==> src/rtl/restcomp_serial.sv <==
// restcomp_serial: bit-serial two's-complement subtractor, X = S - Y = S + ~Y + 1.
// One bit per clock, LSB first, under a start/done handshake.
//
// Ports:
//   clk    in  1  system clock, rising edge
//   rst_n  in  1  asynchronous active-low reset
//   start  in  1  request, sampled only in IDLE
//   s      in  N  minuend, captured on accepted start
//   y      in  N  subtrahend, captured on accepted start
//   x      out N  result S - Y mod 2^N, registered
//   cout   out 1  final carry of S + ~Y + 1 (1 = no unsigned borrow)
//   ovf    out 1  signed overflow of the subtraction
//   busy   out 1  high while in RUN
//   done   out 1  one-cycle completion pulse
module restcomp_serial #(
   parameter int N = 4
) (
   input  logic         clk,
   input  logic         rst_n,
   input  logic         start,
   input  logic [N-1:0] s,
   input  logic [N-1:0] y,
   output logic [N-1:0] x,
   output logic         cout,
   output logic         ovf,
   output logic         busy,
   output logic         done
);

   localparam int CW = (N > 2) ? $clog2(N) : 1;
   localparam logic [CW-1:0] LAST = CW'(N - 1);

   typedef enum logic [1:0] {IDLE, RUN, DONE} state_t;

   state_t        state;
   logic [N-1:0]  a_sr;      // minuend, shifted right each RUN edge
   logic [N-1:0]  b_sr;      // inverted subtrahend, shifted right each RUN edge
   logic [N-1:0]  r_sr;      // result, filled from the MSB side
   logic          carry;
   logic [CW-1:0] count;

   logic          sum_bit;
   logic          carry_nxt;
   logic [N-1:0]  r_nxt;

   assign sum_bit   = a_sr[0] ^ b_sr[0] ^ carry;
   assign carry_nxt = (a_sr[0] & b_sr[0]) | (a_sr[0] & carry) | (b_sr[0] & carry);
   assign r_nxt     = {sum_bit, r_sr[N-1:1]};

   always_ff @(posedge clk or negedge rst_n) begin
      if (!rst_n) begin
         state <= IDLE;
         a_sr  <= '0;
         b_sr  <= '0;
         r_sr  <= '0;
         carry <= 1'b0;
         count <= '0;
         x     <= '0;
         cout  <= 1'b0;
         ovf   <= 1'b0;
         busy  <= 1'b0;
         done  <= 1'b0;
      end else begin
         case (state)
            IDLE: begin
               done <= 1'b0;
               if (start) begin
                  a_sr  <= s;
                  b_sr  <= ~y;
                  carry <= 1'b1;     // the +1 of the two's complement
                  count <= '0;
                  busy  <= 1'b1;
                  state <= RUN;
               end
            end
            RUN: begin
               r_sr  <= r_nxt;
               a_sr  <= a_sr >> 1;
               b_sr  <= b_sr >> 1;
               carry <= carry_nxt;
               count <= count + 1'b1;
               if (count == LAST) begin
                  // carry here is the carry into the MSB; overflow is its
                  // disagreement with the carry out of the MSB
                  x     <= r_nxt;
                  cout  <= carry_nxt;
                  ovf   <= carry ^ carry_nxt;
                  busy  <= 1'b0;
                  done  <= 1'b1;
                  state <= DONE;
               end
            end
            DONE: begin
               done  <= 1'b0;
               state <= IDLE;
            end
            default: begin
               busy  <= 1'b0;
               done  <= 1'b0;
               state <= IDLE;
            end
         endcase
      end
   end

endmodule

==> config.mk <==
export PLATFORM = sky130hd
export DESIGN_NAME = restcomp_serial
export DESIGN_NICKNAME = d
export VERILOG_FILES = /design/src/rtl/restcomp_serial.sv
export SDC_FILE = /design/constraint.sdc
export NUM_CORES = 1
export LEC_CHECK = 0
export ABC_AREA = 1
export CAP_MARGIN = 10
export CORE_MARGIN = 4
export CORE_UTILIZATION = 50
export CTS_BUF_LIST = sky130_fd_sc_hd__clkbuf_8 sky130_fd_sc_hd__clkbuf_16
export DETAILED_ROUTE_END_ITERATION = 10
export PLACE_DENSITY = 0.76
export SLEW_MARGIN = 25
export SYNTH_ARGS = -nofsm -noshare
export SYNTH_HDL_FRONTEND = slang
export SYNTH_SLANG_ARGS = --single-unit
==> constraint.sdc <==
create_clock -name clk -period 2 [get_ports clk]
set_clock_uncertainty 0.2 [all_clocks]
set_input_delay 0.4 -clock clk [delete_from_list [all_inputs] [get_ports clk]]
set_output_delay 0.4 -clock clk [all_outputs]
set_load 0.05 [all_outputs]
### Yosys cells after proc, flatten, opt, wreduce, memory -nomap -nowiden

Index checks and enable logic that the tools add are counted.

| storage, ports and cells | value |
|---|---|
| word-level logic and storage cells | 48 |
| input bits | 11 |
| latch bits | 0 |
| bits in writable memories | 0 |
| memory bits (read-only) | 0 |
| memories | 0 |
| bits in registers | 25 |
| output and inout bits | 8 |

| cells by class | value |
|---|---|
| $mul | 0 |
| equality and inequality tests | 5 |
| add/subtract/negate cells | 1 |
| div/mod/pow operators | 0 |
| magnitude comparators | 0 |
| bitwise logic cells | 10 |
| shift-type cells | 0 |
| multiplexer cells | 15 |
| reduce and logical (&&, ||, !) cells | 6 |

Operators by type and width:

| cell | number |
|---|---|
| $pmux W4 S2 | 2 |
| $mux W4 | 2 |
| $pmux W2 S2 | 2 |
| $mux W2 | 3 |
| $reduce_and A2 Y1 | 3 |
| $eq A2 B2 Y1 const B | 2 |
| $mux W1 | 4 |
| $ne A2 B2 Y1 const B | 2 |
| $not A4 Y4 | 1 |
| $and A1 B1 Y1 | 3 |
| $pmux W1 S3 | 1 |
| $reduce_and A3 Y1 | 1 |
| $xor A1 B1 Y1 | 3 |
| $add A2 B1 Y2 const B | 1 |
| $eq A2 B1 Y1 const B | 1 |
| $logic_not A2 Y1 | 1 |
| $or A1 B1 Y1 | 2 |
| $pmux W1 S2 | 1 |
| $reduce_bool A2 Y1 | 1 |
| $not A1 Y1 | 1 |

### Longest topological paths before layout

| depth | value |
|---|---|
| depth after elaboration | 4 |
| gate-level depth with buffers | 6 |
| depth with buffers taken out | 5 |

### Worst setup path after synthesis

OpenSTA, ideal clock, no wires.

| timing | value |
|---|---|
| kind | register to register |
| start | reg a_sr[0] |
| end | reg ovf |
| arrival time | 1098 ps |
| stages on the path, launching flop included | 5 |
| path slack | 584 ps |
| data required time | 1682 ps |
| library setup time | 118 ps |
| clock period less this slack | 1416 ps |
| path buffers | 0 |
| cells stage by stage | dfrtp_1 > fa_1 > xor2_1 > nand2_1 > nand2_1 |

| on the way | value |
|---|---|
| word-level cells in the longest chain between the ends | 4 |
| elaborated cells between the ends (all ways) | 5 |
| classes of those cells | 5 x bitwise |

RTL lines:

| what | RTL line | RTL |
|---|---|---|
| start, declared | 36 | `logic [N-1:0] a_sr;` |
| start signal, assigned | 68 | `a_sr <= s;` |
| start signal, assigned | 78 | `a_sr <= a_sr >> 1;` |
| $and A1 B1 Y1 | 47 | `assign carry_nxt = (a_sr[0] & b_sr[0]) \| (a_sr[0] & carry) \| (b_sr[0] & carry);` |
| $or A1 B1 Y1 (*) (2 in a row) | 47 |  |
| named net carry_nxt | 43 | `logic carry_nxt;` |
| $xor A1 B1 Y1 (*) | 87 | `ovf <= carry ^ carry_nxt;` |
| end signal, assigned | 87 |  |
| end, declared | 25 | `output logic ovf,` |

The timed path passes the listed nets; every way through them passes the cells marked *.
A chain may end at the register's enable or synchronous reset.

### Worst setup path after layout

Same ends and word-level chain as after synthesis.

==> key figures <==
Run status
  – Result of the run: complete, no violations

Worst setup path
  – Critical path launch point type: register
  – Slowest library cell on the worst path: fa_1
  – Kind of critical path: reg2reg
  – Worst path max stage delay: between 400 and 500 ps
  – Crit path capture type: register
  – Crit path max-delay family: adder cells
  – Buffering stage count on the worst path with inverters included: 0
  – Highest net fanout along the worst path: 3
  – Most used cell along the critical path: nand2_1
  – Worst endpoint data arrival time: ~1400 ps
  – Critical path required time: 1960 ps
  – Cell-by-cell listing of the critical path: fa_1, xor2_1, nand2_1, nand2_1

Routing
  – DRC marker count from the first detailed-route iteration: 17
  – Via count: ~840
  – Vias per Instance: between 4 and 5
  – Drc violations: 0
  – Routed Wire Length: approximately 1.9 mm
  – Wire per inst: between 10 and 15 um
  – Final ANT Viol Nets: 0
  – Number of search-and-repair iterations in the first detailed-routing pass: 4

GRT
  – Via count of the first global-routing pass: approximately 800
  – First-pass GRT wire length: approximately 3.4 mm
  – Initial antenna violation count: 0
  – Maximum number of pins on one net before global-route repair: 26
  – Global-route usage over all layers: 0.159
  – Total congestion overflow: 0

CTS
  – Clock Root Buffer: clkbuf_8
  – Total number of H-tree levels: 1
  – Clock latency reported for the late side of the worst-skew pair: approximately 260 ps
  – Sink count of the clock tree: 24
  – Clock-pin slew on the worst setup and hold paths: roughly 80 ps
  – TritonCTS buffer count: 3
  – Max clock buf depth: 2
  – Post-CTS setup repair buffer count: 0
  – Resized Gates After CTS: 0
  – Count of hold-fix buffers inserted at cts: 0
  – Clock tree from TritonCTS: built

Synth
  – Post-synthesis cell area: between 1000 and 1500 sq um
  – Seq cells post-synth: 24
  – Count of unique library cells instantiated by Yosys: 17
  – Synth Flop Type: dfrtp_1
  – Mean instance size in the synthesized netlist: between 8 and 9 sq um
  – Top cell type by total area after synthesis: dfrtp_1
  – Syn Nets: between 100 and 150
  – Async set-reset flop share out of synthesis: 1.00
  – Warnings from Yosys: 0
  – Most common library cells after synthesis: 30 x nand2_1, 24 x dfrtp_1, 21 x nand3_1, 13 x inv_1, 9 x nor2_1
  – Number of synthesized flops with an enable pin: 0
  – Instance count of the mapped netlist: 122
  – Most used standard cell by instance count after synthesis: nand2_1
  – Top area cells in the synthesized netlist: dfrtp_1 56%, nand2_1 10%, nand3_1 9.8%, inv_1 4.5%, nor2_1 3.1%
  – Area share of the largest cell type after synthesis: 0.557
  – Proportion of synthesized chip area in sequential cells: 0.557

Placed design
  – Final Wtd Congestion: about 0.8
  – Port Buffers: 18
  – Placed wire-length estimate after detailed placement: between 1 and 1.5 mm

STA
  – Count of endpoints failing setup in the final report: 0
  – Final Hold Fails: 0
  – Max_slew headroom: 0.755
  – Unrepaired setup endpoints after global routing: false
  – Max-slew violations: 0
  – Min Hold Slack: ~290 ps
  – Least-Margin Pin Slew: between 300 and 400 ps
  – Period minus WS final: between 1000 and 1500 ps
  – Fmax: 0.678 GHz
  – Fin crit share: 0.738
  – Post-route setup TNS: 0 ps

Flow run
  – Number of max-cap violations: 0

Power
  – Leakage: approximately 0.67 nW
  – Areal power density over the cells: ~1800 nW/um^2
  – Largest vdd supply drop: ~0.0012 V

Finish
  – Layout cell share with drive strength beyond 1: 0.148
  – Post-layout util: 0.663
  – Number of fillers in the final layout: 172
  – Final Net Count: 156
  – Antenna Diode Count: 0
  – Area delta synth->final: 23.2%

Die
  – Starting density of the core: 0.538
  – Core area: 2000 sq um
  – Io pins: 19
  – Die Area: 2960 sq um
  – Die Width: roughly 54 um
  – Standard-cell rows: 16
  – Die outline height: 54.4 um

Min path
  – Worst hold path class: in2async
worst register-to-register path: stages, from the launching register on:
cell	delay (ps)
dfrtp_1	410
fa_1	480
xor2_1	180
nand2_1	60
nand2_1	50
kinds of logic after synthesis:
kind of cell,count (synthesis),share of synthesized area
simple gates,66,0.278
flops,24,0.557
buf+inv,18,0.0755
compound gates,11,0.0511
fa+ha+maj,2,0.0302
xor+xnor,1,0.00813
metrics by stage:
step	total power, mW	area, sq um	std cells	setup slack (ps)
floorplan	1.76	1080	122	584
CTS	2.44	1330	169	514
detailed placement	2.02	1260	165	342
finish	2.42	1330	169	524
global route	2.62	1330	169	412
global placement	1.99	1260	165	382
cell usage in the layout, fill, tap and decap left out, drive strengths merged:
master | synthesis | final
nand3 | 21 | 21
clkdlybuf4s50 | 0 | 10
ha | 1 | 1
bufinv | 0 | 1
xor2 | 1 | 1
clkbuf | 0 | 3
fa | 1 | 1
dfrtp | 24 | 24
nand2 | 34 | 34
o21ai | 9 | 9
a21oi | 2 | 2
nor2 | 11 | 11
inv | 15 | 15
buf | 3 | 9
worst paths after layout:
check                                      from                    to  slack, ps  depth (start not counted)
setup reg to reg            a_sr[0]$_DFFE_PN0P_       ovf$_DFFE_PN0P_        520                          4
min in group clk           count[0]$_DFFE_PN0P_  count[0]$_DFFE_PN0P_        290                          1
max in group asynchronous                 rst_n   a_sr[0]$_DFFE_PN0P_       1080                          2
setup / recovery            a_sr[0]$_DFFE_PN0P_       ovf$_DFFE_PN0P_        520                          4
hold reg to reg            count[0]$_DFFE_PN0P_  count[0]$_DFFE_PN0P_        290                          1
hold / removal                            rst_n      done$_DFFE_PN0P_        290                          2
report_power, final:
group	total [mW]	leakage, nW	internal, mW	switching [mW]
sequential	0.876	0.296	0.714	0.162
combinational	1.12	0.338	0.378	0.744
clock	0.418	0.0357	0.267	0.151
area by class of cell:
class	count	area [sq um]	area share
clock inverters	1	30.0	0.0226
clock buffers	3	41.3	0.0311
inverters	15	58.8	0.0443
flip-flops and latches	24	601	0.452
repair buffers	19	168	0.126
well taps	27	33.8	0.0254
multi-input cells	80	395	0.298
sequential cells by signal, summed over array words and instances (netlist names):
| signal | flops |
|---|---|
| state | 2 |
| busy | 1 |
| x | 4 |
| r_sr | 3 |
| b_sr | 4 |
| count | 2 |
| carry | 1 |
| ovf | 1 |
| done | 1 |
| cout | 1 |
| a_sr | 4 |
per-layer routing:
metal  share of wire  vias up  GRT usage  routed length [um]
li1                -      427          -                   -
met3           0.057        2     0.0409                 106
met2            0.47       21      0.283                 877
met5               0        -          0                   0
met1            0.47      386      0.186                 884
met4          0.0043        0     0.0498                   8
Power figures use the tool's default switching activity.
==> patch 1: new RTL, same settings <==
Register the inputs `start`, `s` and `y` before use. The logic sees them one clock later.
--- a/src/rtl/restcomp_serial.sv
+++ b/src/rtl/restcomp_serial.sv
@@ -33,4 +33,14 @@
    typedef enum logic [1:0] {IDLE, RUN, DONE} state_t;
 
+   logic start_q;
+   logic [N-1:0] s_q;
+   logic [N-1:0] y_q;
+
+   always_ff @(posedge clk) begin
+      start_q <= start;
+      s_q     <= s;
+      y_q     <= y;
+   end
+
    state_t        state;
    logic [N-1:0]  a_sr;      // minuend, shifted right each RUN edge
@@ -65,7 +75,7 @@
             IDLE: begin
                done <= 1'b0;
-               if (start) begin
-                  a_sr  <= s;
-                  b_sr  <= ~y;
+               if (start_q) begin
+                  a_sr  <= s_q;
+                  b_sr  <= ~y_q;
                   carry <= 1'b1;     // the +1 of the two's complement
                   count <= '0;
Formal check against the unedited RTL: not equivalent (Yosys sat finds a counterexample within 4 cycles, from zero or initial values and one cycle with rst_n low).
==> patch 1 against the unedited design <==
- area after synthesis rose by 19%
- via count rose by 8.9%
- wire length rose by 13%
- setup slack got worse by 0.0067 ns
- power rose by 8.4%
- clock power rose by 8.9%
- final area rose by 16%
- sequential cell count rose by 9
- critical path type unchanged
- critical endpoint is now x[3]$_DFFE_PN0P_
==> patch 1: results (changes against the unedited design) <==
| Metric | Value |
|---|---|
| Outcome | complete, no violations (unchanged) |
| FF-to-FF setup slack | 0.52 ns |
| Ys flop type | dfrtp_1 (unchanged) |
| Min Hold Slack | 0.215 ns (was 0.291 ns) |
| Post CTS Setup Buffer Count | 0 (unchanged) |
| Initial DRC Count | 24 (was 17) |
| Post-CTS sizing | 0 (unchanged) |
| First-pass GRT wire length | 3810 um (was 3360 um) |
| Seq pwr | 0.00106 W (was 0.000876 W) |
| Worst min path class | flip-flop to flip-flop (was input pin to asynchronous set/reset pin) |
| Max-slew headroom | 0.729 (was 0.755) |
| Min Tclk post-route | 1.48 ns (about the same) |
| Async SR Flop Fraction | 0.727 (was 1.00) |
| Slowest CP cell | dfrtp_1 (was fa_1) |
| IO Port Bufs | 18 (unchanged) |
| Sw Ratio | 0.424 (was 0.437) |
| Largest cells by area after synthesis | dfrtp_1 47%, dfxtp_1 14%, nand2_1 9.3% (was dfrtp_1 56%, nand2_1 10%, nand3_1 9.8%) |
| Sequential-to-total area share from yosys stat | 0.608 (was 0.557) |
| Max incr delay on CP | 0.59 ns (was 0.48 ns) |
| Vias in the first global route | 894 (was 804) |
| Final nets | 166 (was 156) |
| Worst Setup SP | state[0]$_DFFE_PN0P_ (was a_sr[0]$_DFFE_PN0P_) |
| CP Max Fanout | 9 (was 3) |
| Per-cell routed wire length | 11.5 um (was 11.1 um) |
| Antenna violations before repair | 0 (unchanged) |
| Yosys cell types | 22 (was 17) |
| Commonest cells post-synth | 32 x nand2_1, 24 x dfrtp_1, 23 x nand3_1 (was 30 x nand2_1, 24 x dfrtp_1, 21 x nand3_1) |
| Worst vdd ir | 0.914 mV (was 1.21 mV) |
| DP Wirelength | 1440 um (was 1400 um) |
| Inserted Clock Buffers | 5 (was 3) |
| Antenna diode instance count | 0 (unchanged) |
| GP Congestion | 0.778 (was 0.787) |
| Post-synthesis compound-gate area fraction | 0.0428 (was 0.0511) |
| Adder-cell share of the synthesized area | 0.0253 (was 0.0302) |
| Leakage power figure | 0.775 nW (was 0.669 nW) |
| Via density | 4.95 (about the same) |
| CTS max path bufs | 2 (unchanged) |
| Clock transition at path regs | 0.07 ns |
| Share of layout cells above drive strength 1 | 0.143 (was 0.148) |
| Root Driver | clkbuf_8 (unchanged) |
| CTS H-Tree Depth | 2 (was 1) |
| DP Area | 1460 um^2 (was 1260 um^2) |
| Syn nets | 143 (was 135) |
| Clock Power Share | 0.174 |
| GRT Total Usage | 0.155 (was 0.159) |
| Clock Latency Late Sink | 0.28 ns (was 0.26 ns) |
| Post-Synth XOR/XNOR Area | 0.00682 (was 0.00813) |
-- patch 1: routing by layer --
layer | part of all wire | track usage
met1 | 0.45 | 0.183
met4 | 0.037 | 0.126
met2 | 0.43 | 0.228
met5 | 0 | 0
met3 | 0.079 | 0.0526
-- patch 1: final timing paths --
path	endpoint	cells past startpoint
max in group asynchronous	b_sr[1]$_DFFE_PN0P_	2
worst min register to register	b_sr[3]$_DFFE_PN0P_	1
min in group asynchronous	count[1]$_DFFE_PN0P_	2
worst max-delay path	x[3]$_DFFE_PN0P_	5
worst min-delay path	b_sr[3]$_DFFE_PN0P_	1
worst max register to register	x[3]$_DFFE_PN0P_	5
-- patch 1: cell type report --
type	instances	area, um^2
Inverter	15	58.8
Tap cell	30	37.5
Multi-Input combinational cell	79	415
Sequential cell	33	781
Clock inverter	3	11.3
Timing Repair Buffer	19	168
Fill cell	227	915
Clock buffer	5	68.8
-- patch 1: per-stage QoR --
step / total power [W] / instances / utilization
2_1_floorplan: 0.00196 / 130 / -
3_3_place_gp: 0.00216 / 176 / 0.595
3_5_place_dp: 0.00219 / 176 / 0.595
4_1_cts: 0.00265 / 184 / 0.627
5_1_grt: 0.00284 / 184 / 0.627
6_report: 0.00262 / 184 / 0.627
-- patch 1: kinds of logic (layout without fill, tap and decap cells) --
family | after synthesis | after routing
AOI/OAI and AO/OA | 11 | 11
xor gates and xnor gates | 1 | 1
adders and majority gates | 2 | 2
buffers and inverters | 18 | 42
DFF | 33 | 33
and+or+nand+nor | 65 | 65
-- patch 1: critical path, delay by kind of cell, from the launching register on --
kind	cells	cell delay, ns
simple gates	3	0.36
compound gates	1	0.09
buf+inv	1	0.11
flops	1	0.59
==> patch 2: new RTL, same settings <==
Without the edit above. Set the parameter `N` to 8 (it was 4).
--- a/src/rtl/restcomp_serial.sv
+++ b/src/rtl/restcomp_serial.sv
@@ -14,5 +14,5 @@
 //   done   out 1  one-cycle completion pulse
 module restcomp_serial #(
-   parameter int N = 4
+   parameter int N = 8
 ) (
    input  logic         clk,
Ports: changed (resized s, x and y); port bits go from 19 to 31. The function was not compared with the original's and may differ.
==> patch 2 against the unedited design <==
- wire length grew 93%
- area after synthesis is 80% higher
- sequential cell count grew 17
- power grew 58%
- cell count is 79% higher
- final area is 74% higher
- setup slack worse by 0.22 ns
- non-clock buffer count up 15
- count of clock-buffer cells in the layout up 2
- critical path type unchanged
- highest routed layer unchanged
==> patch 2: results (changes against the unedited design) <==
| Metric | Value |
|---|---|
| Outcome | complete, no violations (unchanged) |
| CP Max Fanout | 37 (was 3) |
| Vias | 1490 (was 836) |
| Reg2reg end | b_sr[3]$_DFFE_PN0P_ (was ovf$_DFFE_PN0P_) |
| Largest regs | a_sr: 8 flops, b_sr: 8 flops, x: 8 flops (was a_sr: 4 flops, b_sr: 4 flops, x: 4 flops) |
| Critical R2R Launch | state[1]$_DFFE_PN0P_ (was a_sr[0]$_DFFE_PN0P_) |
| FF-to-FF setup slack | 0.30 ns (was 0.52 ns) |
| Initial DRC Count | 170 (was 17) |
| Yosys cell types | 20 (was 17) |
| GP Congestion | 0.770 (was 0.787) |
| Worst vdd ir | 0.853 mV (was 1.21 mV) |
| IO Port Bufs | 30 (was 18) |
| Largest net degree at the start of global routing | 38 (was 26) |
| Post-Synth XOR/XNOR Area | 0.00452 (was 0.00813) |
| Detailed Route WL | 3630 um (was 1880 um) |
| Leakage power figure | 1.19 nW (was 0.669 nW) |
| Worst Tran Pin Value | 0.496 ns (was 0.368 ns) |
| Post-synthesis compound-gate area fraction | 0.0627 (was 0.0511) |
| Syn nets | 245 (was 135) |
| Commonest cells post-synth | 56 x nand2_1, 46 x nand3_1, 41 x dfrtp_1 (was 30 x nand2_1, 24 x dfrtp_1, 21 x nand3_1) |
| Max incr delay on CP | 0.44 ns (was 0.48 ns) |
| Sw Pwr | 0.00174 W (was 0.00106 W) |
| Reg2reg path depth | 6 (was 4) |
| DP Wirelength | 2420 um (was 1400 um) |
| Critical Path AT | 1.69 ns (was 1.44 ns) |
| Min Hold Slack | 0.287 ns (was 0.291 ns) |
| Worst setup endpoint | b_sr[3]$_DFFE_PN0P_ (was ovf$_DFFE_PN0P_) |
| Inserted Clock Buffers | 5 (was 3) |
patch 2: worst max-delay path: cells and delay by family (launching register included):
kind                   cells  cell delay [ns]
buffers and inverters      2             0.40
and+or+nand+nor            4             0.54
DFF                        1             0.44
patch 2: per-stage QoR:
step	setup slack (ns)	cells	total power [W]
after global placement	0.243	293	0.00326
final	0.300	302	0.00382
after CTS	0.279	302	0.00386
after detailed placement	0.224	293	0.00331
after global routing	0.143	302	0.00416
after floorplan	0.545	223	0.00291
patch 2: per-layer routing:
layer	vias to the layer above	GRT usage	part of all wire
met1	673	0.231	0.49
met4	0	0.0574	0.014
met2	46	0.237	0.43
met3	7	0.0532	0.066
li1	764	-	-
met5	-	0	0
patch 2: kinds of logic (layout without fill, tap and decap cells):
group                    after synthesis  in the layout
AND/OR/NAND/NOR                      117            117
buffers and inverters                 42             73
flip-flops                            41             41
AO/OA/AOI/OAI                         19             19
adder cells (fa/ha/maj)                3              3
XOR/XNOR                               1              1
patch 2: area by class of cell:
cell class | count | area (um^2)
fillers | 352 | 1410
inverters | 31 | 119
clock inverters | 3 | 17.5
well taps | 48 | 60.1
flip-flops and latches | 41 | 1030
repair buffers | 34 | 310
clock buffers | 5 | 68.8
multi-input cells | 140 | 707
patch 2: power groups by stage:
stage | clock network, W | registers (W) | logic, W
2_1_floorplan | 0 | 0.00178 | 0.00113
3_3_place_gp | 0 | 0.00146 | 0.00180
3_5_place_dp | 0 | 0.00146 | 0.00185
4_1_cts | 0.000547 | 0.00145 | 0.00186
5_1_grt | 0.000590 | 0.00150 | 0.00207
6_report | 0.000534 | 0.00145 | 0.00184
patch 2: what timing repair did:
item | CTS | global route
endpoints found under the hold margin | 21 | 0
hold buffers | 1 | 0
endpoints found under the setup margin | 0 | 0
